## src/rtl/par_to_serial_tx_pkg.sv

```systemverilog
// Shared PHY constants and types for the transmit lane.
// Holds the idle/comma byte, preamble floor and tx state encoding.
package par_to_serial_tx_pkg;

  localparam logic [7:0] IDLE_CHAR = 8'hBC;

  // Shared with the receiver's comma-count threshold.
  localparam int PREAMBLE_MIN = 5;

  typedef enum logic {
    ST_PREAMBLE = 1'b0,
    ST_ACTIVE   = 1'b1
  } tx_state_e;

endpackage

```

## src/rtl/par_to_serial_tx_fifo.sv

```systemverilog
// phy_sync_fifo: synchronous FIFO on clk_32f, sync active-high reset.
// Ports: push/wdata in, pop/rdata (head, comb) out, full/empty/count.
module phy_sync_fifo #(
  parameter int DEPTH = 4,
  parameter int WIDTH = 8,
  localparam int AW = $clog2(DEPTH),
  localparam int CW = AW + 1
) (
  input  logic             clk_32f,
  input  logic             reset,
  input  logic             push,
  input  logic [WIDTH-1:0] wdata,
  input  logic             pop,
  output logic [WIDTH-1:0] rdata,
  output logic             full,
  output logic             empty,
  output logic [CW-1:0]    count
);

  logic [WIDTH-1:0] mem [DEPTH];
  logic [AW-1:0]    wr_ptr;
  logic [AW-1:0]    rd_ptr;
  logic             do_push;
  logic             do_pop;

  assign full    = (count == CW'(DEPTH));
  assign empty   = (count == '0);
  assign do_push = push && !full;
  assign do_pop  = pop && !empty;
  assign rdata   = mem[rd_ptr];

  always_ff @(posedge clk_32f) begin
    if (reset) begin
      wr_ptr <= '0;
      rd_ptr <= '0;
      count  <= '0;
    end else begin
      if (do_push) wr_ptr <= wr_ptr + AW'(1);
      if (do_pop)  rd_ptr <= rd_ptr + AW'(1);
      count <= count + CW'(do_push) - CW'(do_pop);
    end
  end

  always_ff @(posedge clk_32f) begin
    if (do_push) mem[wr_ptr] <= wdata;
  end

endmodule

```

## src/rtl/par_to_serial_tx.sv

```systemverilog
// Byte-to-serial transmitter: FIFO in, MSB-first bits out, comma preamble.
// Ports: clk_32f, reset, data_in/valid_in/ready_out, data_out, byte_strobe, active.
module par_to_serial_tx
  import par_to_serial_tx_pkg::*;
#(
  parameter int PREAMBLE_CNT = 8,
  parameter int FIFO_DEPTH   = 4
) (
  input  logic       clk_32f,
  input  logic       reset,
  input  logic [7:0] data_in,
  input  logic       valid_in,
  output logic       ready_out,
  output logic       data_out,
  output logic       byte_strobe,
  output logic       active
);

  localparam int CW = $clog2(FIFO_DEPTH) + 1;
  localparam int PW = $clog2(PREAMBLE_CNT + 1);

  tx_state_e     state_q;
  tx_state_e     state_d;
  logic [PW-1:0] pre_cnt;
  logic [PW-1:0] pre_cnt_d;
  logic [2:0]    bit_cnt;
  logic [7:0]    shreg;
  logic [7:0]    next_byte;
  logic          load;
  logic          push;
  logic          pop;
  logic [7:0]    fifo_head;
  logic          fifo_full;
  logic          fifo_empty;
  logic [CW-1:0] fifo_count;

  assign ready_out = (fifo_count < CW'(FIFO_DEPTH)) && !reset;
  assign push      = valid_in && !fifo_full && !reset;
  assign load      = (bit_cnt == 3'd7);
  assign active    = (state_q == ST_ACTIVE);

  phy_sync_fifo #(
    .DEPTH (FIFO_DEPTH),
    .WIDTH (8)
  ) u_fifo (
    .clk_32f (clk_32f),
    .reset   (reset),
    .push    (push),
    .wdata   (data_in),
    .pop     (pop),
    .rdata   (fifo_head),
    .full    (fifo_full),
    .empty   (fifo_empty),
    .count   (fifo_count)
  );

  // On the edge the preamble finishes, the ACTIVE rule already applies,
  // so the first post-preamble byte may be queued data.
  always_comb begin
    state_d   = state_q;
    pre_cnt_d = pre_cnt;
    pop       = 1'b0;
    next_byte = IDLE_CHAR;
    if (load) begin
      if (state_q == ST_PREAMBLE &&
          pre_cnt != PW'(PREAMBLE_CNT)) begin
        pre_cnt_d = pre_cnt + PW'(1);
      end else begin
        state_d = ST_ACTIVE;
        if (!fifo_empty) begin
          pop       = 1'b1;
          next_byte = fifo_head;
        end
      end
    end
  end

  always_ff @(posedge clk_32f) begin
    if (reset) begin
      state_q <= ST_PREAMBLE;
      pre_cnt <= '0;
    end else begin
      state_q <= state_d;
      pre_cnt <= pre_cnt_d;
    end
  end

  // bit_cnt resets to 7 so the first edge out of reset loads a byte;
  // the 3-bit increment wraps 7->0 on load edges.
  always_ff @(posedge clk_32f) begin
    if (reset) begin
      bit_cnt     <= 3'd7;
      shreg       <= '0;
      data_out    <= 1'b0;
      byte_strobe <= 1'b0;
    end else begin
      bit_cnt     <= bit_cnt + 3'd1;
      byte_strobe <= load;
      if (load) begin
        shreg    <= next_byte;
        data_out <= next_byte[7];
      end else begin
        shreg    <= {shreg[6:0], 1'b0};
        data_out <= shreg[6];
      end
    end
  end

endmodule

```

## config.mk

```make
export PLATFORM = sky130hd
export DESIGN_NAME = par_to_serial_tx
export DESIGN_NICKNAME = d
export VERILOG_FILES = /design/src/rtl/par_to_serial_tx_pkg.sv /design/src/rtl/par_to_serial_tx_fifo.sv /design/src/rtl/par_to_serial_tx.sv
export SDC_FILE = /design/constraint.sdc
export NUM_CORES = 1
export LEC_CHECK = 0
export CAP_MARGIN = 20
export CELL_PAD_IN_SITES_DETAIL_PLACEMENT = 0
export CELL_PAD_IN_SITES_GLOBAL_PLACEMENT = 1
export CORE_UTILIZATION = 44
export CTS_CLUSTER_SIZE = 28
export DETAILED_ROUTE_END_ITERATION = 8
export PLACE_DENSITY = 0.72
export SLEW_MARGIN = 25
export SYNTH_ARGS = -nofsm -noshare
export SYNTH_HDL_FRONTEND = slang
export SYNTH_SLANG_ARGS = --single-unit
```

## constraint.sdc

```tcl
create_clock -name clk_32f -period 2.4 [get_ports clk_32f]
set_input_delay 0.36 -clock clk_32f [delete_from_list [all_inputs] [get_ports clk_32f]]
set_output_delay 0.36 -clock clk_32f [all_outputs]
set_load 0.01 [all_outputs]
```

==> results of run 1 <==
[worst min path at each step]
stage,from,end,slack [ns]
2_1_floorplan,bit_cnt[0],bit_cnt[0],0.37
3_3_place_gp,bit_cnt[0],bit_cnt[0],0.38
3_5_place_dp,bit_cnt[0],bit_cnt[0],0.39
4_1_cts,bit_cnt[0],bit_cnt[0],0.40
5_1_grt,bit_cnt[0],bit_cnt[0],0.43
6_report,bit_cnt[0],bit_cnt[0],0.40
[where the power goes]
group | total, µW | leakage (µW) | switching [µW] | internal, µW
logic | 231 | 0.000426 | 107 | 125
registers | 1120 | 0.000504 | 23.2 | 1100
clock network | 736 | 0.0000795 | 372 | 364
[state kept, by name, indices dropped and copies added (netlist names), named ones only]
name	count
bit_cnt	3
u_fifo.count	3
pre_cnt	4
shreg	7
u_fifo.rd_ptr	2
data_out	1
active	1
u_fifo.mem	32
u_fifo.wr_ptr	2
byte_strobe	1
[critical path: stages (launching register included)]
cell      delay (ns)
dfxtp_2         0.35
inv_2           0.06
ha_4            0.15
and3b_2         0.23
o211ai_4        0.24
clkinv_4        0.08
ha_4            0.26
inv_2           0.04
ha_4            0.14
fa_2            0.35
xnor2_2         0.14
xnor2_1         0.13
nor2_1          0.06
[through the flow]
stage	power [µW]	hold WS (ns)	area [µm²]	utilization (%)
after floorplan	1270	0.3707	2356	-
after global placement	1333	0.3819	2601	50.93
after detailed placement	1347	0.3870	2601	50.93
after CTS	2085	0.4040	2763	54.09
after global routing	2182	0.4337	2821	55.24
final	2092	0.4021	2821	55.24
[layout by cell type (no fill, tap or decap), types with 4 or more instances in the layout]
cell type,count
and2_1,4
buf_4,11
clkbuf_8,9
clkdlybuf4s50_1,14
dfxtp_1,24
edfxtp_1,32
ha_1,7
inv_1,6
mux4_2,8
nor2_1,12
nor2b_1,5
o221a_2,5
[layer usage]
layer  vias to the layer above  wire length (µm)  share of wire [%]
met3                         9               141                3.6
met4                         0                87                2.2
met1                       650              1657                 42
met2                        34              2039                 52
li1                        625                 -                  -
met5                         -                 0                  0
[cell type report]
cell class	count	area, µm²
Sequential cell	58	1484
Clock buffer	10	127.6
Timing Repair Buffer	25	222.7
Clock inverter	6	33.78
Inverter	10	42.54
Multi-Input combinational cell	81	823.3
Tap cell	70	87.58
Fill cell	425	2286
[cells by family after synthesis]
logic type | count (synthesis)
fa+ha+maj | 11
compound gates | 14
flops | 58
simple gates | 39
mux | 15
xor+xnor | 2
buf+inv | 16
[timing repair]
item,in CTS,in global routing
gates resized for setup,0,7
setup endpoints to repair,1,1
pin swaps,1,7
gates cloned,0,0
setup buffers,0,5
==> impl_metrics.env, run 1 <==
export IMPL_yosys_mux_area_fraction_pct=11.35
export IMPL_drc=0
export IMPL_synth_warnings=0
export IMPL_synthTopCellsByArea="edfxtp_1, dfxtp_1, mux4_2"
export IMPL_dpl_worst_slack_ns=0.006019
export IMPL_final_antenna_net_count=0
export IMPL_diodes=0
export IMPL_cellPowerDensity_mw_per_mm2=741.5
export IMPL_async_flop_share_pct=0
export IMPL_cts_tree="built"
export IMPL_synth_ff_type="edfxtp_1"
export IMPL_root_buffer="clkbuf_8"
export IMPL_tightest_slew_ns=0.5910
export IMPL_fin_cells=260
export IMPL_synth_compound_area_share_pct=5.594
export IMPL_drv_slew=0
export IMPL_post_drt_wl_per_cell_um=15.10
export IMPL_crit_type="register to register"
export IMPL_rrSetupSlack_ns=0.07
export IMPL_dp_hpwl_um=2486
export IMPL_final_nets=207
export IMPL_io_pins=15
export IMPL_arrival_ns=2.56
export IMPL_gp_congestion=0.6995
export IMPL_rsz0062_at_grt="true"
export IMPL_crit_end="u_fifo.count[2]"
export IMPL_port_buffers=14
export IMPL_endpoint_kind="register"
export IMPL_cts_sinks=58
export IMPL_cp_start_kind="register"
export IMPL_routed_wl_um=3925
export IMPL_synth_xor_area_share_pct=0.7531
export IMPL_min_delay_path_depth=1
export IMPL_synthTopCellsByCount="edfxtp_1, dfxtp_1, nor2_1"
export IMPL_synthToLayoutAreaGrowth_pct=21.30
export IMPL_synth_seq_cells=58
export IMPL_grt_pass1_wl_um=6009
export IMPL_critPathMaxFanout=4
export IMPL_grt_met2_usage_pct=26.13
export IMPL_layout_drive_gt1_share_pct=32.11
export IMPL_synth_top_family_by_area="multiplexers"
export IMPL_yosys_area_share_simple_pct=9.360
export IMPL_yosysTopAreaCell="edfxtp_1"
export IMPL_crit_reg2reg_launch="pre_cnt[0]"
export IMPL_status="finished clean"
export IMPL_grt_max_degree=22
export IMPL_grt_pass1_vias=1319
export IMPL_core_mm2=0.005107
export IMPL_worstReg2RegEnd="u_fifo.count[2]"
export IMPL_cap_violations=0
export IMPL_numCtsBuffers=9
export IMPL_critPathRequiredTime_ns=2.62
export IMPL_grtUsageTotal_pct=15.83
export IMPL_hold_violations=0
export IMPL_grt_remaining_overflow=0
export IMPL_initial_core_util_pct=45.54
export IMPL_drt_iter0_markers=52
export IMPL_synth_fa_ha_area_share_pct=6.240
export IMPL_peakVddDrop_uv=457.0
export IMPL_synth_edf_count=32
export IMPL_drt_first_pass_iters=4
export IMPL_insertion_delay_ns=0.33
export IMPL_fp_dieW_um=74.71
export IMPL_fp_dieH_um=74.71
export IMPL_cp_startpoint="pre_cnt[0]"
export IMPL_cts_hold_buf=0
export IMPL_vias_per_cell=5.069
export IMPL_die_area_mm2=0.005581
export IMPL_synth_cell_area_mm2=0.002326
export IMPL_setup_violations=0
export IMPL_ys_seq_area_share_pct=63.69
export IMPL_syn_area_per_cell_um2=15.01
export IMPL_grtUsageMet3_pct=4.284
export IMPL_slew_limit_headroom_pct=60.54
export IMPL_hold_class="register to register"
export IMPL_antenna_found_initial=0
export IMPL_h_tree_depth=3
export IMPL_synth_top_cell_area_share_pct=41.31
export IMPL_synth_most_common_cell="edfxtp_1"
export IMPL_fin_skew_ns=0.008120
export IMPL_ys_types=35
export IMPL_grt_most_used_layer="met2"
export IMPL_ff2ff_path_depth=12
export IMPL_syn_inst=155
export IMPL_vias=1318
export IMPL_fin_crit_sh_pct=97.24
export IMPL_leakage_uw=0.001010
export IMPL_clock_fmax_mhz=428.5
export IMPL_setup_slack_ns=0.06612
export IMPL_rows=26
export IMPL_syn_nets=177
export IMPL_clk_path_buf_depth=2
export IMPL_grtUsageMet1_pct=17.35
export IMPL_fin_tns_setup_ns=0
export IMPL_path_clk_slew_ns=0.07
export IMPL_dp_cells=239
export IMPL_fin_crit_ns=2.334
No activity file was read; power rests on OpenSTA's default activity.
==> inputs of run 2 (changes only) <==
- ABC_AREA: not set -> 1
- CORE_UTILIZATION: 44 -> 42
- HOLD_SLACK_MARGIN: not set -> 0.15
- PLACE_DENSITY: 0.72 -> 0.73
==> run 2 against run 1 <==
Global-route usage is 1.1 points lower. Clock skew fell by 0.0035 ns. Critical path depth decreased by 2. Worst hold slack got worse by 0.011 ns. Synthesized cell count up 47%. Sequential power about the same. Via count grew 19%. Utilization shrank 4.3 points. Maximum frequency grew 4.1%. Clock power grew 1%. Area after synthesis rose by 4.2%. Critical endpoint unchanged. Largest power group unchanged. Highest routed layer unchanged.
==> impl_metrics.env, run 2 <==
export IMPL_ff2ff_path_depth=10
export IMPL_arrival_ns=2.50
export IMPL_drv_slew=0
export IMPL_min_delay_worst_endpoint="bit_cnt[0]"
export IMPL_crit_reg2reg_launch="bit_cnt[0]"
export IMPL_leakage_uw=0.001124
export IMPL_fp_dieW_um=77.98
export IMPL_cellPowerDensity_mw_per_mm2=728.2
export IMPL_cpMostUsedCell="ha_1"
export IMPL_initial_core_util_pct=43.77
export IMPL_io_pins=15
export IMPL_post_route_util_pct=50.95
export IMPL_yosys_mux_area_fraction_pct=0
export IMPL_yosys_area_share_simple_pct=18.27
export IMPL_synth_seq_cells=58
export IMPL_critPathRequiredTime_ns=2.66
export IMPL_endpoint_kind="register"
export IMPL_status="finished clean"
export IMPL_insertion_delay_ns=0.32
export IMPL_path_buf_inv=2
export IMPL_synth_fa_ha_area_share_pct=5.986
export IMPL_cp_start_kind="register"
export IMPL_hold_violations=0
export IMPL_hold_class="register to register"
export IMPL_rows=27
export IMPL_cp_cell_sequence="ha_1 > ha_1 > inv_2 > nor2_8 > ha_1 > inv_1 > ha_1 > fa_1 > or2_2 > a21oi_2"
export IMPL_hold_path_startpoint="bit_cnt[0]"
export IMPL_rsz0062_at_grt="false"
export IMPL_fp_dieH_um=77.98
export IMPL_diodes=0
export IMPL_holdWs_ns=0.3908
export IMPL_largest_register="u_fifo.mem"
export IMPL_setup_violations=0
export IMPL_antenna_found_initial=0
export IMPL_min_delay_path_depth=1
export IMPL_grt_remaining_overflow=0
export IMPL_drt_first_pass_iters=4
export IMPL_setup_slack_ns=0.1577
export IMPL_synth_top_family_by_area="simple AND/OR/NAND/NOR gates"
export IMPL_grt_max_degree=15
export IMPL_post_drt_wl_per_cell_um=11.83
export IMPL_vias_per_cell=4.705
export IMPL_die_area_mm2=0.006081
export IMPL_fin_crit_sh_pct=93.43
export IMPL_synth_top_cell_area_share_pct=39.63
export IMPL_drc=0
export IMPL_fin_skew_ns=0.004620
export IMPL_layout_drive_gt1_share_pct=15.38
export IMPL_root_buffer="clkbuf_8"
export IMPL_ys_seq_area_share_pct=61.09
export IMPL_max_stage_delay_ns=0.37
export IMPL_critPathMaxFanout=9
export IMPL_synth_compound_area_share_pct=7.121
export IMPL_fin_tns_setup_ns=0
export IMPL_most_common_layout_cells="nand2_1, edfxtp_1, inv_1, dfxtp_1, nor2_1"
export IMPL_vias=1562
export IMPL_crit_type="register to register"
export IMPL_synth_warnings=0
export IMPL_synth_most_common_cell="nand2_1"
export IMPL_path_clk_slew_ns=0.06
export IMPL_final_nets=277
export IMPL_synth_ff_type="edfxtp_1"
export IMPL_slowest_stage="fa_1"
export IMPL_numCtsBuffers=9
export IMPL_tightest_slew_ns=0.4139
export IMPL_core_mm2=0.005540
export IMPL_port_buffers=14
export IMPL_final_common_cell="nand2_1"
export IMPL_cap_violations=0
export IMPL_async_flop_share_pct=0
export IMPL_post_cts_buffers=0
export IMPL_synth_cell_area_mm2=0.002425
export IMPL_path_delay_family="adder cells"
export IMPL_grtUsageTotal_pct=14.74
export IMPL_yosysTopAreaCell="edfxtp_1"
export IMPL_ys_types=27
export IMPL_dp_hpwl_um=2687
export IMPL_final_antenna_net_count=0
export IMPL_routed_wl_um=3927
export IMPL_h_tree_depth=3
export IMPL_gp_congestion=0.7091
export IMPL_largest_reg_flops=32
export IMPL_syn_area_per_cell_um2=10.64
export IMPL_syn_nets=250
export IMPL_synthTopCellsByCount="nand2_1, edfxtp_1, dfxtp_1"
export IMPL_cts_tree="built"
export IMPL_syn_inst=228
export IMPL_clock_fmax_mhz=446.0
export IMPL_peakVddDrop_uv=460.1
export IMPL_synthToLayoutAreaGrowth_pct=16.41
export IMPL_largestRegisters="u_fifo.mem: 32 flops, shreg: 7 flops, pre_cnt: 4 flops"
export IMPL_grt_pass1_vias=1407
export IMPL_rrSetupSlack_ns=0.16
export IMPL_dpl_worst_slack_ns=0.1041
export IMPL_synth_xor_area_share_pct=0.3612
export IMPL_cts_sinks=58
export IMPL_clk_path_buf_depth=2
export IMPL_fin_crit_ns=2.242
export IMPL_grt_pass1_wl_um=6644
export IMPL_slew_limit_headroom_pct=72.37
export IMPL_synthTopCellsByArea="edfxtp_1, dfxtp_1, nand2_1"
export IMPL_drt_iter0_markers=75
export IMPL_synth_edf_count=32
export IMPL_worstReg2RegEnd="u_fifo.count[2]"
run 2: through the flow:
stage	instances	total power [µW]	cell area, µm²
floorplan	228	1262	2425
global placement	316	1328	2654
detailed placement	316	1331	2654
CTS	332	2072	2814
global route	332	2153	2823
finish	332	2056	2823
run 2: layer usage:
metal | up-vias | global-route usage [%] | routed length (µm)
li1 | 803 | - | -
met3 | 6 | 4.353 | 128
met4 | 0 | 8.333 | 60
met1 | 732 | 18.50 | 1914
met2 | 21 | 22.65 | 1823
met5 | - | 0 | 0
run 2: how the worst max path moves through the flow:
stage          cells past startpoint  startpoint  slack (ns)              end
5_1_grt                           10  bit_cnt[0]        0.02  u_fifo.count[2]
4_1_cts                           12  pre_cnt[0]        0.09  u_fifo.count[2]
3_5_place_dp                      12  pre_cnt[0]        0.10  u_fifo.count[2]
3_3_place_gp                      12  pre_cnt[0]        0.15  u_fifo.count[2]
2_1_floorplan                     11  bit_cnt[0]        0.14  u_fifo.count[2]
6_report                          10  bit_cnt[0]        0.16  u_fifo.count[2]
run 2: layout make-up:
type / instances / area (µm²)
repair buffers: 23 / 207.7
fillers: 530 / 2718
clock buffers: 16 / 160.2
multi-input cells: 135 / 775.7
inverters: 28 / 105.1
well taps: 72 / 90.09
flip-flops and latches: 58 / 1484
run 2: cell families (layout without fill, tap and decap cells):
family	Yosys count	after routing
simple gates	90	90
flops	58	58
buf+inv	35	67
compound gates	33	33
fa+ha+maj	11	11
xor+xnor	1	1
run 2: timing repair:
| item | CTS | global route |
|---|---|---|
| setup endpoints to repair | 0 | 1 |
| hold buffers | 0 | 0 |
| gates resized for setup | 0 | 4 |
run 2: where the power goes:
part	leakage (µW)	switching (µW)	internal [µW]	total (µW)
Combinational	0.000541	109	84.4	193
Sequential	0.000504	18.4	1100	1120
Clock	0.0000790	338	406	744
